File: src/rtl/axi_dma_w.sv
// AXI4 write-master DMA: accepts one burst request plus BURST_LEN+1 beats from the
// databus, issues a single INCR burst on AW/W/B and latches the write response status.
module axi_dma_w #(
  parameter int ADDR_W    = 32,
  parameter int DATA_W    = 64,
  parameter int BURST_LEN = 15,
  parameter int ID_W      = 4
) (
  input  logic                i_clk,
  input  logic                i_rst,
  input  logic                i_valid,
  input  logic [ADDR_W-1:0]   i_addr,
  input  logic [DATA_W-1:0]   i_wdata,
  output logic                o_ready,
  output logic                o_busy,
  output logic                o_error,
  output logic [ID_W-1:0]     o_m_axi_awid,
  output logic [ADDR_W-1:0]   o_m_axi_awaddr,
  output logic [7:0]          o_m_axi_awlen,
  output logic [2:0]          o_m_axi_awsize,
  output logic [1:0]          o_m_axi_awburst,
  output logic                o_m_axi_awlock,
  output logic [3:0]          o_m_axi_awcache,
  output logic [2:0]          o_m_axi_awprot,
  output logic [3:0]          o_m_axi_awqos,
  output logic                o_m_axi_awvalid,
  input  logic                i_m_axi_awready,
  output logic [DATA_W-1:0]   o_m_axi_wdata,
  output logic [DATA_W/8-1:0] o_m_axi_wstrb,
  output logic                o_m_axi_wlast,
  output logic                o_m_axi_wvalid,
  input  logic                i_m_axi_wready,
  input  logic [ID_W-1:0]     i_m_axi_bid,
  input  logic [1:0]          i_m_axi_bresp,
  input  logic                i_m_axi_bvalid,
  output logic                o_m_axi_bready
);

  localparam int AXI_LEN_W = 8;
  localparam logic [AXI_LEN_W:0] C_LAST_BEAT = (AXI_LEN_W+1)'(BURST_LEN);

  typedef enum logic [1:0] {
    S_IDLE   = 2'd0,
    S_W_ADDR = 2'd1,
    S_W_DATA = 2'd2,
    S_W_RESP = 2'd3
  } state_t;

  state_t               r_state;
  state_t               w_next_state;
  logic [AXI_LEN_W:0]   r_cnt;
  logic [ADDR_W-1:0]    r_awaddr;
  logic                 r_error;

  logic w_awvalid;
  logic w_wvalid;
  logic w_bready;
  logic w_aw_hs;
  logic w_w_hs;
  logic w_b_hs;
  logic w_last_beat;
  logic w_unused_bid;

  assign w_unused_bid = ^i_m_axi_bid;

  // Handshake and channel-valid decode from the current state
  always_comb begin
    w_awvalid   = 1'b0;
    w_wvalid    = 1'b0;
    w_bready    = 1'b0;
    case (r_state)
      S_IDLE:   w_awvalid = 1'b0;
      S_W_ADDR: w_awvalid = 1'b1;
      S_W_DATA: w_wvalid  = i_valid;
      S_W_RESP: w_bready  = 1'b1;
      default:  w_awvalid = 1'b0;
    endcase
    w_aw_hs     = w_awvalid & i_m_axi_awready;
    w_w_hs      = w_wvalid & i_m_axi_wready;
    w_b_hs      = w_bready & i_m_axi_bvalid;
    w_last_beat = (r_cnt == C_LAST_BEAT);
  end

  // Next-state logic
  always_comb begin
    w_next_state = r_state;
    case (r_state)
      S_IDLE: begin
        if (i_valid) w_next_state = S_W_ADDR;
        else         w_next_state = S_IDLE;
      end
      S_W_ADDR: begin
        if (w_aw_hs) w_next_state = S_W_DATA;
        else         w_next_state = S_W_ADDR;
      end
      S_W_DATA: begin
        if (w_w_hs && w_last_beat) w_next_state = S_W_RESP;
        else                       w_next_state = S_W_DATA;
      end
      S_W_RESP: begin
        if (w_b_hs) w_next_state = S_IDLE;
        else        w_next_state = S_W_RESP;
      end
      default: w_next_state = S_IDLE;
    endcase
  end

  // State register
  always_ff @(posedge i_clk) begin
    if (i_rst) r_state <= S_IDLE;
    else       r_state <= w_next_state;
  end

  // Beat counter wraps to zero on the last beat so it never exceeds BURST_LEN
  always_ff @(posedge i_clk) begin
    if (i_rst) begin
      r_cnt    <= '0;
      r_awaddr <= '0;
      r_error  <= 1'b0;
    end else begin
      case (r_state)
        S_IDLE: begin
          r_cnt <= '0;
          if (i_valid) r_awaddr <= i_addr;
        end
        S_W_DATA: begin
          if (w_w_hs) r_cnt <= w_last_beat ? '0 : r_cnt + 1'b1;
        end
        S_W_RESP: begin
          if (w_b_hs) r_error <= (i_m_axi_bresp != 2'b00);
        end
        default: r_cnt <= r_cnt;
      endcase
    end
  end

  assign o_ready         = w_w_hs;
  assign o_busy          = (r_state != S_IDLE);
  assign o_error         = r_error;
  assign o_m_axi_awid    = '0;
  assign o_m_axi_awaddr  = r_awaddr;
  assign o_m_axi_awlen   = 8'(BURST_LEN);
  assign o_m_axi_awsize  = 3'($clog2(DATA_W/8));
  assign o_m_axi_awburst = 2'b01;
  assign o_m_axi_awlock  = 1'b0;
  assign o_m_axi_awcache = 4'd2;
  assign o_m_axi_awprot  = 3'b010;
  assign o_m_axi_awqos   = 4'd0;
  assign o_m_axi_awvalid = w_awvalid;
  assign o_m_axi_wdata   = i_wdata;
  assign o_m_axi_wstrb   = '1;
  assign o_m_axi_wlast   = w_wvalid & w_last_beat;
  assign o_m_axi_wvalid  = w_wvalid;
  assign o_m_axi_bready  = w_bready;

endmodule

File: config.mk
export PLATFORM = sky130hd
export DESIGN_NAME = axi_dma_w
export DESIGN_NICKNAME = d
export VERILOG_FILES = /design/src/rtl/axi_dma_w.sv
export SDC_FILE = /design/constraint.sdc
export NUM_CORES = 1
export LEC_CHECK = 0
export BUFFER_PORTS_ARGS = -buffer_cell sky130_fd_sc_hd__buf_2
export CORE_AREA = 2 2 97 99
export DETAILED_ROUTE_END_ITERATION = 16
export DIE_AREA = 0 0 99 101
export GPL_ROUTABILITY_DRIVEN = 0
export PLACE_DENSITY = 0.76
export SYNTH_ARGS = -nofsm -noshare
export SYNTH_HDL_FRONTEND = slang
export SYNTH_SLANG_ARGS = --single-unit
File: constraint.sdc
create_clock -name i_clk -period 1.7 [get_ports i_clk]
set_input_delay 0.34 -clock i_clk [delete_from_list [all_inputs] [get_ports i_clk]]
set_output_delay 0.34 -clock i_clk [all_outputs]
set_load 0.005 [all_outputs]
==> metrics.md, run 1 <==
| Metric | Value |
|---|---|
| Status | finished with violations |
| Failing checks | setup timing |
| # clock sinks | between 40 and 50 |
| Ant. Diodes | 0 |
| CTS tree | done |
| Register area share after synthesis | 0.3548 |
| Cells on Worst Hold Path | 3 |
| Leak | 1.154 nW |
| Die Wd | ~99 µm |
| Post-Syn Area | 2482 µm² |
| Max Cap Violations | 0 |
| CP Max Fanout | 2 |
| Period utilisation layout | 1.134 |
| Psw | 0.0005645 W |
| Core Region | 8977 µm² |
| PwrDens | about 850 nW/µm² |
| Syn Inst Count | 315 |
| Hold EP | o_m_axi_awaddr[1]$_SDFFE_PP0P_ |
| Final min period | 1928 ps |
| Netlist cell types | 31 |
| Initial antenna violation count | 0 |
| Root Buffer | clkbuf_8 |
| GRT Total Usage | 0.09827 |
| First-pass GRT wire length | 7797 µm |
| Final hold vios | 0 |
| DRC viols | 0 |
| Vias/cell | 4.209 |
| Final ANT Viol Nets | 0 |
| Worst-skew pair later-pin latency | 290 ps |
| #FFs+latches synth | 44 |
| IO buf count | 78 |
| Total power | 0.002135 W |
| H-tree lvl count | 2 |
| Routed wl met3 | 478 µm |
| Longest Clk Path Bufs | 2 |
| WL met1 | 1776 µm |
| Crit. End Element | primary output |
| Min-Delay Path Class | in -> reg |
| Worst-path clk slew | 80 ps |
| Routed wl met2 | 2782 µm |
| Placed Cells | 432 |
| Num ports | 248 |
| DRT Pass-1 Iters | 4 |
| Largest net degree at the start of global routing | 30 |
| Net Sw Frac | 0.2644 |
| Synth Warn # | 0 |
| Layout cells sized above 1 | 0.3070 |
| Worst setup margin | -227.6 ps |
| Sequential power share | 0.525 |
| Maximum vdd ir drop | 0.0002875 V |
| Number of DRC markers in iteration 0 | 30 |
| Hold_sp | i_addr[1] |
| Comb pwr share | 0.160 |
| Critical Path Start Type | register |
| Dpl ws | -6.817 ps |
| Final setup fails | 1 |
| CP required | 1360 ps |
| P_int | roughly 0.0016 W |
| Post-DP HPWL | 3992 µm |
| Buf/Inv on CP | 1 |
| Critical path class | reg -> out |
| Cell Chain, Critical Path | or4_4 > nor3_4 > and2_1 > buf_2 |
| Detailed Route WL | 5204 µm |
| Most frequent cells in the layout | 78 x buf_2, 68 x nand2_1, 41 x dfxtp_1 |
| CP delay by family, top | simple AND/OR/NAND/NOR gates |
| Critical R2R Launch | r_cnt[0]$_SDFFE_PP0P_ |
| Vias in the first global route | 1687 |
| Clk pwr share | 0.315 |
| Hold-fix buffers, CTS | 0 |
| R2r endpoint | r_cnt[0]$_SDFFE_PP0P_ |
| CTS Buf Count | 5 |
| Routed via count | 1852 |
| Max layer used | met4 |
| Grt ovf | 0 |
| Max Fclk | between 500 and 600 MHz |
| Arr. time, crit path | between 1500 and 2000 ps |
| R2R Setup Slk | around 140 ps |
| R2R depth | 6 |
| Final Net Count | between 400 and 500 |
| Area Overhead vs Synth | 1.109% |
| WL/cell | between 10 and 15 µm |
| Die area | 9999 µm² |
| FP Rows | 35 |
| Starting Density | 0.2765 |
| Commonest non-fill, non-tap cell in the layout | buf_2 |
| Die Ht | 101 µm |
| Postcts setup bufs | 0 |
| Max stage delay on crit path | roughly 560 ps |
| RSZ-0062 raised after global routing | true |
| Max-slew violations | 0 |
| Cell Count, Final, Fillers Out | 440 |
| Slowest-stage cell, CP | or4_4 |
| Syn_area_per_cell | 7.881 µm² |
| Clk_skew | 2.982 ps |
-- registers in the layout (all words and copies together), names as in the netlist --
signal,cells
r_cnt,9
r_state,2
o_m_axi_awaddr,32
o_error,1
-- stage by stage --
step / setup TNS (ps) / hold WS, ps / area [µm²] / utilization
final: -227.6 / 282.7 / 2510 / 0.2796
after CTS: -223.9 / 266.9 / 2507 / 0.2793
after global placement: 0 / 438.6 / 2401 / 0.2675
after detailed placement: -6.817 / 443.7 / 2401 / 0.2675
after global routing: -278.9 / 274.7 / 2510 / 0.2796
after floorplan: 0 / 452.7 / 2614 / -
-- metal layers --
layer / up-vias / global-route usage
li1: 893 / -
met1: 832 / 0.09206
met2: 103 / 0.1907
met3: 24 / 0.03190
met4: 0 / 0.04742
met5: - / 0
-- timing repair --
item,CTS,global route
setup endpoints to repair,2,12
pin swaps,0,0
gates cloned,0,0
resized for setup,5,2
-- worst max-delay path by stage --
stage | startpoint | to | cells past startpoint
after floorplan | r_cnt[8]$_SDFFE_PP0P_ | o_m_axi_wlast | 3
after global placement | r_cnt[8]$_SDFFE_PP0P_ | o_m_axi_wlast | 4
after detailed placement | r_cnt[7]$_SDFFE_PP0P_ | o_m_axi_wlast | 4
after CTS | r_cnt[8]$_SDFFE_PP0P_ | o_m_axi_wlast | 4
after global routing | r_cnt[8]$_SDFFE_PP0P_ | o_m_axi_wlast | 4
final | r_cnt[8]$_SDFFE_PP0P_ | o_m_axi_wlast | 4
-- cell families (layout without fill, tap and decap cells) --
family          count (synthesis)  count (layout)  share of synthesized area
fa+ha+maj                       1               1                   0.005040
compound gates                 40              40                    0.09022
other cells                     2              37                   0.003025
xor+xnor                        8               8                    0.02823
simple gates                  103             103                     0.1799
mux                             1               1                   0.004032
buf+inv                       116              95                     0.3347
flops                          44              44                     0.3548
-- area by class of cell --
cell class,instances,area [µm²]
Fill cell,969,6467
Multi-Input combinational cell,190,917.1
Sequential cell,44,884.6
Timing Repair Buffer,86,475.5
Tap cell,111,138.9
Clock buffer,8,90.09
Inverter,1,3.754
-- synth_stat cells --
library cell    n  area share
inv_1           1      0.0015
buf_6           1      0.0045
a21oi_1        33       0.067
ha_1            1      0.0050
clkbuf_1        6      0.0091
nor4_1          3      0.0076
nor2b_1         2      0.0050
a21boi_2        1      0.0045
buf_2           4      0.0081
nand2_1        68        0.10
a221oi_1        1      0.0035
o31ai_2         1      0.0050
a31oi_1         1      0.0025
buf_4         102        0.31
mux2i_1         1      0.0040
dfxtp_1        44        0.35
nor3b_1         1      0.0030
and3_1          1      0.0025
nand3_1         3      0.0060
or4_4           1      0.0045
a22oi_1         1      0.0030
nor4b_1         2      0.0071
a21o_1          1      0.0030
xnor2_1         8       0.028
buf_1           2      0.0030
o21ai_0         1      0.0020
nor3_1          4      0.0081
and2_1          4       0.010
nor2_1         12       0.018
nand4_1         2      0.0050
conb_1          2      0.0030
-- power by group through the flow --
stage / Clock, W / Combinational (W) / Sequential, W
floorplan: 0 / 0.000362 / 0.00115
global placement: 0 / 0.000338 / 0.00114
detailed placement: 0 / 0.000347 / 0.00115
CTS: 0.000721 / 0.000348 / 0.00112
global route: 0.000755 / 0.000392 / 0.00113
finish: 0.000672 / 0.000342 / 0.00112
-- worst register-to-register path, stage by stage, from the launching register on --
cell and delay, ps:
dfxtp_1 390, ha_1 190, nand3_1 150, buf_4 190
o31ai_2 200, a21o_2 260, nor2_1 70
Note: power is estimated with default switching activity, not from simulation.
==> inputs of run 2 (changes only) <==
==> constraint.sdc (replaced) <==
create_clock -name i_clk -period 1.7 [get_ports i_clk]
set_input_delay 0.085 -clock i_clk [delete_from_list [all_inputs] [get_ports i_clk]]
set_output_delay 0.085 -clock i_clk [all_outputs]
set_load 0.005 [all_outputs]
==> metrics.md, run 2 (synthesis gave the netlist of run 1 again) <==
| Metric | Value |
|---|---|
| First-pass GRT wire length | 8024 µm (was 7797 µm) |
| Cell Chain, Critical Path | or4_4 > nor3_4 > and2_1 > buf_2 (unchanged) |
| H-tree lvl count | 2 (unchanged) |
| CP required | 1620 ps (was 1360 ps) |
| Vias in the first global route | 1661 (was 1687) |
| Final-layout fill cell count | 990 (was 969) |
| Worst-skew pair later-pin latency | 290 ps (about the same) |
| Comb pwr share | 0.158 (was 0.160) |
| Period utilisation layout | 0.9790 (was 1.134) |
| Status | complete, no violations (was finished with violations) |
| Vias/cell | 4.227 (was 4.209) |
| Commonest non-fill, non-tap cell in the layout | buf_2 (unchanged) |
| Min-Delay Path Class | in -> reg (unchanged) |
| Most frequent cells in the layout | 78 x buf_2, 68 x nand2_1, 40 x dfxtp_1 (was 78 x buf_2, 68 x nand2_1, 41 x dfxtp_1) |
| Crit. End Element | primary output (unchanged) |
| Worst-path clk slew | 80 ps (about the same) |
| Die Wd | 99 µm (unchanged) |
| CP delay by family, top | simple AND/OR/NAND/NOR gates (unchanged) |
| Critical path class | reg -> out (unchanged) |
| Clk_skew | 5.826 ps (was 2.982 ps) |
| Ant. Diodes | 0 (unchanged) |
| Initial antenna violation count | 0 (unchanged) |
| GRT Total Usage | 0.1020 (was 0.09827) |
| DRT Pass-1 Iters | 4 (unchanged) |
| Area Overhead vs Synth | 0.8568% (was 1.109%) |
| Arr. time, crit path | 1580 ps (was 1590 ps) |
| Critical Path Start Type | register (unchanged) |
| Num ports | 248 (unchanged) |
| Core Region | 8977 µm² (unchanged) |
| CTS tree | done (unchanged) |
| Slowest-stage cell, CP | or4_4 (unchanged) |
| Final hold vios | 0 (unchanged) |
| Sequential power share | 0.519 (was 0.525) |
| Die area | 9999 µm² (unchanged) |
| Net Sw Frac | 0.2590 (was 0.2644) |
| Hold-fix buffers, CTS | 0 (unchanged) |
| Leak | 1.150 nW (was 1.154 nW) |
| WL/cell | 12.05 µm (was 11.83 µm) |
| Largest net degree at the start of global routing | 30 (unchanged) |
| Max Cap Violations | 0 (unchanged) |
| Root Buffer | clkbuf_8 (unchanged) |
| Detailed Route WL | 5265 µm (was 5204 µm) |
| Routed via count | 1847 (was 1852) |
| Maximum vdd ir drop | 0.0003292 V (was 0.0002875 V) |
| Largest register FFs | 32 (unchanged) |
| IO buf count | 78 (unchanged) |
| # clock sinks | 44 (unchanged) |
| Max-slew violations | 0 (unchanged) |
| Psw | 0.0005589 W (was 0.0005645 W) |
| Final min period | 1664 ps (was 1928 ps) |
| PwrDens | 862.0 nW/µm² (was 850.7 nW/µm²) |
| Post-DP HPWL | 3950 µm (was 3992 µm) |
| P_int | 0.001599 W (was 0.001571 W) |
| CP Max Fanout | 2 (unchanged) |
| Final setup fails | 0 (was 1) |
| Dpl ws | 128.0 ps (was -6.817 ps) |
| Final ANT Viol Nets | 0 (unchanged) |
| Layout cells sized above 1 | 0.3067 (was 0.3070) |
| Max Fclk | 600.8 MHz (was 518.8 MHz) |
| Die Ht | 101 µm (unchanged) |
| DRC viols | 0 (unchanged) |
| Postcts setup bufs | 0 (unchanged) |
| Number of DRC markers in iteration 0 | 30 (unchanged) |
| Starting Density | 0.2765 (unchanged) |
| CTS Buf Count | 5 (unchanged) |
| Final Net Count | 435 (was 437) |
| Max stage delay on crit path | 560 ps (about the same) |
| Clk pwr share | 0.324 (was 0.315) |
| Worst hold slack | 21.96 ps (was 282.7 ps) |
| Worst setup margin | 35.62 ps (was -227.6 ps) |
| FP Rows | 35 (unchanged) |
| Longest Clk Path Bufs | 2 (unchanged) |
| Grt ovf | 0 (unchanged) |
| RSZ-0062 raised after global routing | true (unchanged) |
| Buf/Inv on CP | 1 (unchanged) |
## run 2: cell count changes in the layout (fill, tap and decap cells not counted), sizes merged
cell / previous run / this run
clkbuf: 8 / 7
buf: 86 / 84
## run 2: stage by stage
| step | area, µm² | power, W | instances | TNS (ps) | util |
|---|---|---|---|---|---|
| 2_1_floorplan | 2614 | 0.001511 | 350 | 0 | - |
| 3_3_place_gp | 2386 | 0.001478 | 430 | 0 | 0.2658 |
| 3_5_place_dp | 2386 | 0.001489 | 430 | 0 | 0.2658 |
| 4_1_cts | 2499 | 0.002223 | 437 | 0 | 0.2783 |
| 5_1_grt | 2504 | 0.002311 | 437 | -22.95 | 0.2789 |
| 6_report | 2504 | 0.002158 | 437 | 0 | 0.2789 |
## run 2: area by class of cell
type / instances / area [µm²] / share of cell area
multi-input combinational: 190 / 918.4 / 0.3668
sequential: 44 / 885.9 / 0.3538
timing repair buffer: 84 / 460.4 / 0.1839
tap: 111 / 138.9 / 0.05547
clock buffer: 7 / 96.34 / 0.03848
inverter: 1 / 3.754 / 0.001499
## run 2: what timing repair did
action	4_1_cts	5_1_grt
setup endpoints to repair	1	1
pin swaps	0	0
resized for setup	3	4
## run 2: layer usage
metal | up-vias | global-route usage | share of wire
li1 | 886 | - | -
met1 | 822 | 0.09941 | 0.33
met2 | 111 | 0.1871 | 0.53
met3 | 28 | 0.03259 | 0.096
met4 | 0 | 0.06217 | 0.041
met5 | - | 0 | 0
## run 2: final timing paths
| path | cells past startpoint | slack, ps | to | startpoint |
|---|---|---|---|---|
| setup reg to reg | 4 | 100 | r_cnt[7]$_SDFFE_PP0P_ | r_cnt[8]$_SDFFE_PP0P_ |
| hold reg to reg | 2 | 450 | o_m_axi_awaddr[24]$_SDFFE_PP0P_ | o_m_axi_awaddr[24]$_SDFFE_PP0P_ |
| setup / recovery | 4 | 40 | o_m_axi_wlast | r_cnt[8]$_SDFFE_PP0P_ |
| hold / removal | 3 | 20 | o_m_axi_awaddr[9]$_SDFFE_PP0P_ | i_addr[9] |
## run 2: power groups by stage
stage	clock, W	sequential [W]	combinational (W)
floorplan	0	0.00115	0.000362
global placement	0	0.00114	0.000338
detailed placement	0	0.00114	0.000346
CTS	0.000757	0.00112	0.000347
global route	0.000792	0.00113	0.000392
finish	0.000698	0.00112	0.000341
## run 2: worst register-to-register path, stage by stage, from the launching register on
cell and delay (ps):
dfxtp_2 340, or4_4 560, o31ai_2 190, a21o_1 310, nor2_1 90
==> inputs of run 3 (changes only) <==
==> config.mk (replaced) <==
export PLATFORM = sky130hd
export DESIGN_NAME = axi_dma_w
export DESIGN_NICKNAME = d
export VERILOG_FILES = /design/src/rtl/axi_dma_w.sv
export SDC_FILE = /design/constraint.sdc
export NUM_CORES = 1
export LEC_CHECK = 0
export ABC_AREA = 1
export BUFFER_PORTS_ARGS = -buffer_cell sky130_fd_sc_hd__buf_2
export CORE_MARGIN = 2
export CORE_UTILIZATION = 30
export DETAILED_ROUTE_END_ITERATION = 16
export GPL_ROUTABILITY_DRIVEN = 0
export PLACE_DENSITY_LB_ADDON = 0.08
export SYNTH_ARGS = -nofsm -noshare
export SYNTH_HDL_FRONTEND = slang
export SYNTH_SLANG_ARGS = --single-unit
==> metrics.md, run 3 <==
| Metric | Value |
|---|---|
| Starting Density | 0.3109 (was 0.2765) |
| Vias in the first global route | 1873 (was 1661) |
| CP required | 1620 ps (about the same) |
| Setup TNS | 0 ps (unchanged) |
| Initial antenna violation count | 0 (unchanged) |
| # clock sinks | 44 (unchanged) |
| GRT Total Usage | 0.1236 (was 0.1020) |
| Netlist cell types | 25 (was 31) |
| Syn_area_per_cell | 7.399 µm² (was 7.881 µm²) |
| Final min period | 1536 ps (was 1664 ps) |
| RSZ-0062 raised after global routing | false (was true) |
| Top-area cell type share of the netlist area | 0.3431 (was 0.3548) |
| Max layer used | met4 (unchanged) |
| Comb pwr share | 0.159 (was 0.158) |
| Clk_skew | 3.982 ps (was 5.826 ps) |
| Post-synth top cells | 101 x buf_4, 80 x nor2_1, 44 x dfxtp_1 (was 102 x buf_4, 68 x nand2_1, 44 x dfxtp_1) |
| DRC viols | 0 (unchanged) |
| Final Net Count | 473 (was 435) |
| Longest Clk Path Bufs | 2 (unchanged) |
| Crit. End Element | primary output (unchanged) |
| Most used DFF post-synth | dfxtp_1 (unchanged) |
| Post-synth EDFFs | 0 (unchanged) |
| Commonest non-fill, non-tap cell in the layout | nor2_1 (was buf_2) |
| Sequential power share | 0.491 (was 0.519) |
| Number of DRC markers in iteration 0 | 58 (was 30) |
| Psw | 0.0006329 W (was 0.0005589 W) |
| Status | complete, no violations (unchanged) |
| CTS tree | done (unchanged) |
| Max-slew violations | 0 (unchanged) |
| Final setup fails | 0 (unchanged) |
| Syn Inst Count | 347 (was 315) |
| Net Sw Frac | 0.2712 (was 0.2590) |
| Detailed Route WL | 5625 µm (was 5265 µm) |
| Register area share after synthesis | 0.3431 (was 0.3548) |
| Asr flop ratio synth | 0 (unchanged) |
| Vias/cell | 4.121 (was 4.227) |
| CTS Buf Count | 5 (unchanged) |
| WL met1 | 2458 µm (was 1745 µm) |
| Final ANT Viol Nets | 0 (unchanged) |
| Max Fclk | 650.9 MHz (was 600.8 MHz) |
| Die Wd | 96.51 µm (was 99 µm) |
| Num ports | 248 (unchanged) |
| Leak | 1.319 nW (was 1.150 nW) |
| Root Buffer | clkbuf_8 (unchanged) |
| Routed via count | 1937 (was 1847) |
| Most frequent cell after synthesis | buf_4 (unchanged) |
| P_int | 0.001701 W (was 0.001599 W) |
| Post-Syn Area | 2567 µm² (was 2482 µm²) |
| Worst-path clk slew | 90 ps (was 80 ps) |
| Maximum vdd ir drop | 0.0002991 V (was 0.0003292 V) |
| FP Rows | 33 (was 35) |
| Grt ovf | 0 (unchanged) |
| First-pass GRT wire length | 8970 µm (was 8024 µm) |
| Die Ht | 96.51 µm (was 101 µm) |
| Most frequent cells in the layout | 80 x nor2_1, 78 x buf_2, 42 x dfxtp_1 (was 78 x buf_2, 68 x nand2_1, 40 x dfxtp_1) |
| Critical Path Start Type | register (unchanged) |
| H-tree lvl count | 2 (unchanged) |
| Largest register FFs | 32 (unchanged) |
| Cell Count, Final, Fillers Out | 470 (was 437) |
| Core Region | 8258 µm² (was 8977 µm²) |
| Final hold vios | 0 (unchanged) |
| Placed Cells | 457 (was 430) |
| IO buf count | 78 (unchanged) |
| Routed wl met3 | 560 µm (was 505 µm) |
| #FFs+latches synth | 44 (unchanged) |
| Period utilisation layout | 0.9038 (was 0.9790) |
| Final-layout fill cell count | 929 (was 990) |
| PwrDens | 900.2 nW/µm² (was 862.0 nW/µm²) |
| Ant. Diodes | 0 (unchanged) |
| Layout cells sized above 1 | 0.2685 (was 0.3067) |
| Min-Delay Path Class | in -> reg (unchanged) |
| DRT Pass-1 Iters | 4 (unchanged) |
| Synth Warn # | 0 (unchanged) |
| Arr. time, crit path | 1450 ps (was 1580 ps) |
| CP Max Fanout | 5 (was 2) |
| Worst-skew pair later-pin latency | 290 ps (about the same) |
| Max Cap Violations | 0 (unchanged) |
| Synth top area cells | dfxtp_1 34%, buf_4 30%, nor2_1 12% (was dfxtp_1 35%, buf_4 31%, nand2_1 10%) |
| WL/cell | 11.97 µm (was 12.05 µm) |
| Routed wl met2 | 2513 µm (was 2799 µm) |
| Area Overhead vs Synth | 0.9748% (was 0.8568%) |
| Post-DP HPWL | 3826 µm (was 3950 µm) |
| Critical path class | reg -> out (unchanged) |
| Die area | 9314 µm² (was 9999 µm²) |
| Multi-input gate area | 927.1 µm² (was 918.4 µm²) |
| Yosys top cell by area | dfxtp_1 (unchanged) |
| Largest net degree at the start of global routing | 35 (was 30) |
| FF+latch area | 883.3 µm² (was 885.9 µm²) |
| Clk pwr share | 0.350 (was 0.324) |
==> run 3: stage by stage <==
stage | cell area [µm²] | util | hold WS (ps) | power [W] | setup WS, ps
after floorplan | 2699 | - | 154.1 | 0.001557 | 474.1
after global placement | 2427 | 0.2939 | 170.0 | 0.001539 | 274.7
after detailed placement | 2427 | 0.2939 | 170.0 | 0.001538 | 243.7
after CTS | 2565 | 0.3106 | 0.1682 | 0.002378 | 62.91
after global routing | 2592 | 0.3139 | 1.151 | 0.002499 | 25.53
final | 2592 | 0.3139 | 8.420 | 0.002334 | 163.6
==> run 3: timing repair <==
item / CTS / global route
buffers inserted: 0 / 0
endpoints found under the setup margin: 0 / 1
endpoints found under the hold margin: 3 / 2
gates resized for setup: 0 / 3
hold buffers: 3 / 2
==> run 3: kinds of logic after synthesis <==
kind of cell | Yosys count | synth area share
simple gates | 130 | 0.2135
buf+inv | 129 | 0.3489
xor+xnor | 4 | 0.01364
other cells | 2 | 0.002925
flops | 44 | 0.3431
fa+ha+maj | 1 | 0.004873
compound gates | 37 | 0.07310
==> run 3: routing by layer <==
metal | track usage | vias to the layer above
li1 | - | 969
met3 | 0.05663 | 22
met1 | 0.1463 | 841
met5 | 0 | -
met2 | 0.1956 | 105
met4 | 0.04695 | 0
==> run 3: final timing paths <==
path / from / end / slack (ps) / cells past startpoint
worst max-delay path: r_cnt[0]$_SDFFE_PP0P_ / o_m_axi_wlast / 160 / 6
worst min-delay path: i_addr[6] / o_m_axi_awaddr[6]$_SDFFE_PP0P_ / 8 / 3
worst max register to register: r_cnt[0]$_SDFFE_PP0P_ / r_cnt[3]$_SDFFE_PP0P_ / 280 / 8
worst min register to register: o_m_axi_awaddr[12]$_SDFFE_PP0P_ / o_m_axi_awaddr[12]$_SDFFE_PP0P_ / 510 / 2
==> run 3: cell type report <==
| type | count | area share |
|---|---|---|
| clock buffers | 6 | 0.02799 |
| clock inverters | 2 | 0.01351 |
| inverters | 18 | 0.02606 |
| multi-input cells | 209 | 0.3576 |
| flip-flops and latches | 44 | 0.3407 |
| well taps | 105 | 0.05068 |
| repair buffers | 86 | 0.1834 |
==> run 3: power groups by stage <==
stage	clock, W	combinational (W)	sequential, W
final	0.000816	0.000372	0.00115
after floorplan	0	0.000381	0.00118
after CTS	0.000856	0.000375	0.00115
after global routing	0.000906	0.000436	0.00116
after global placement	0	0.000371	0.00117
after detailed placement	0	0.000370	0.00117
==> run 3: critical path, cell delays in order (launching register included) <==
cell and delay, ps:
dfxtp_2 350, ha_1 170, inv_1 80, nor2_4 150
nand3_1 130, nor3_2 130, buf_2 140
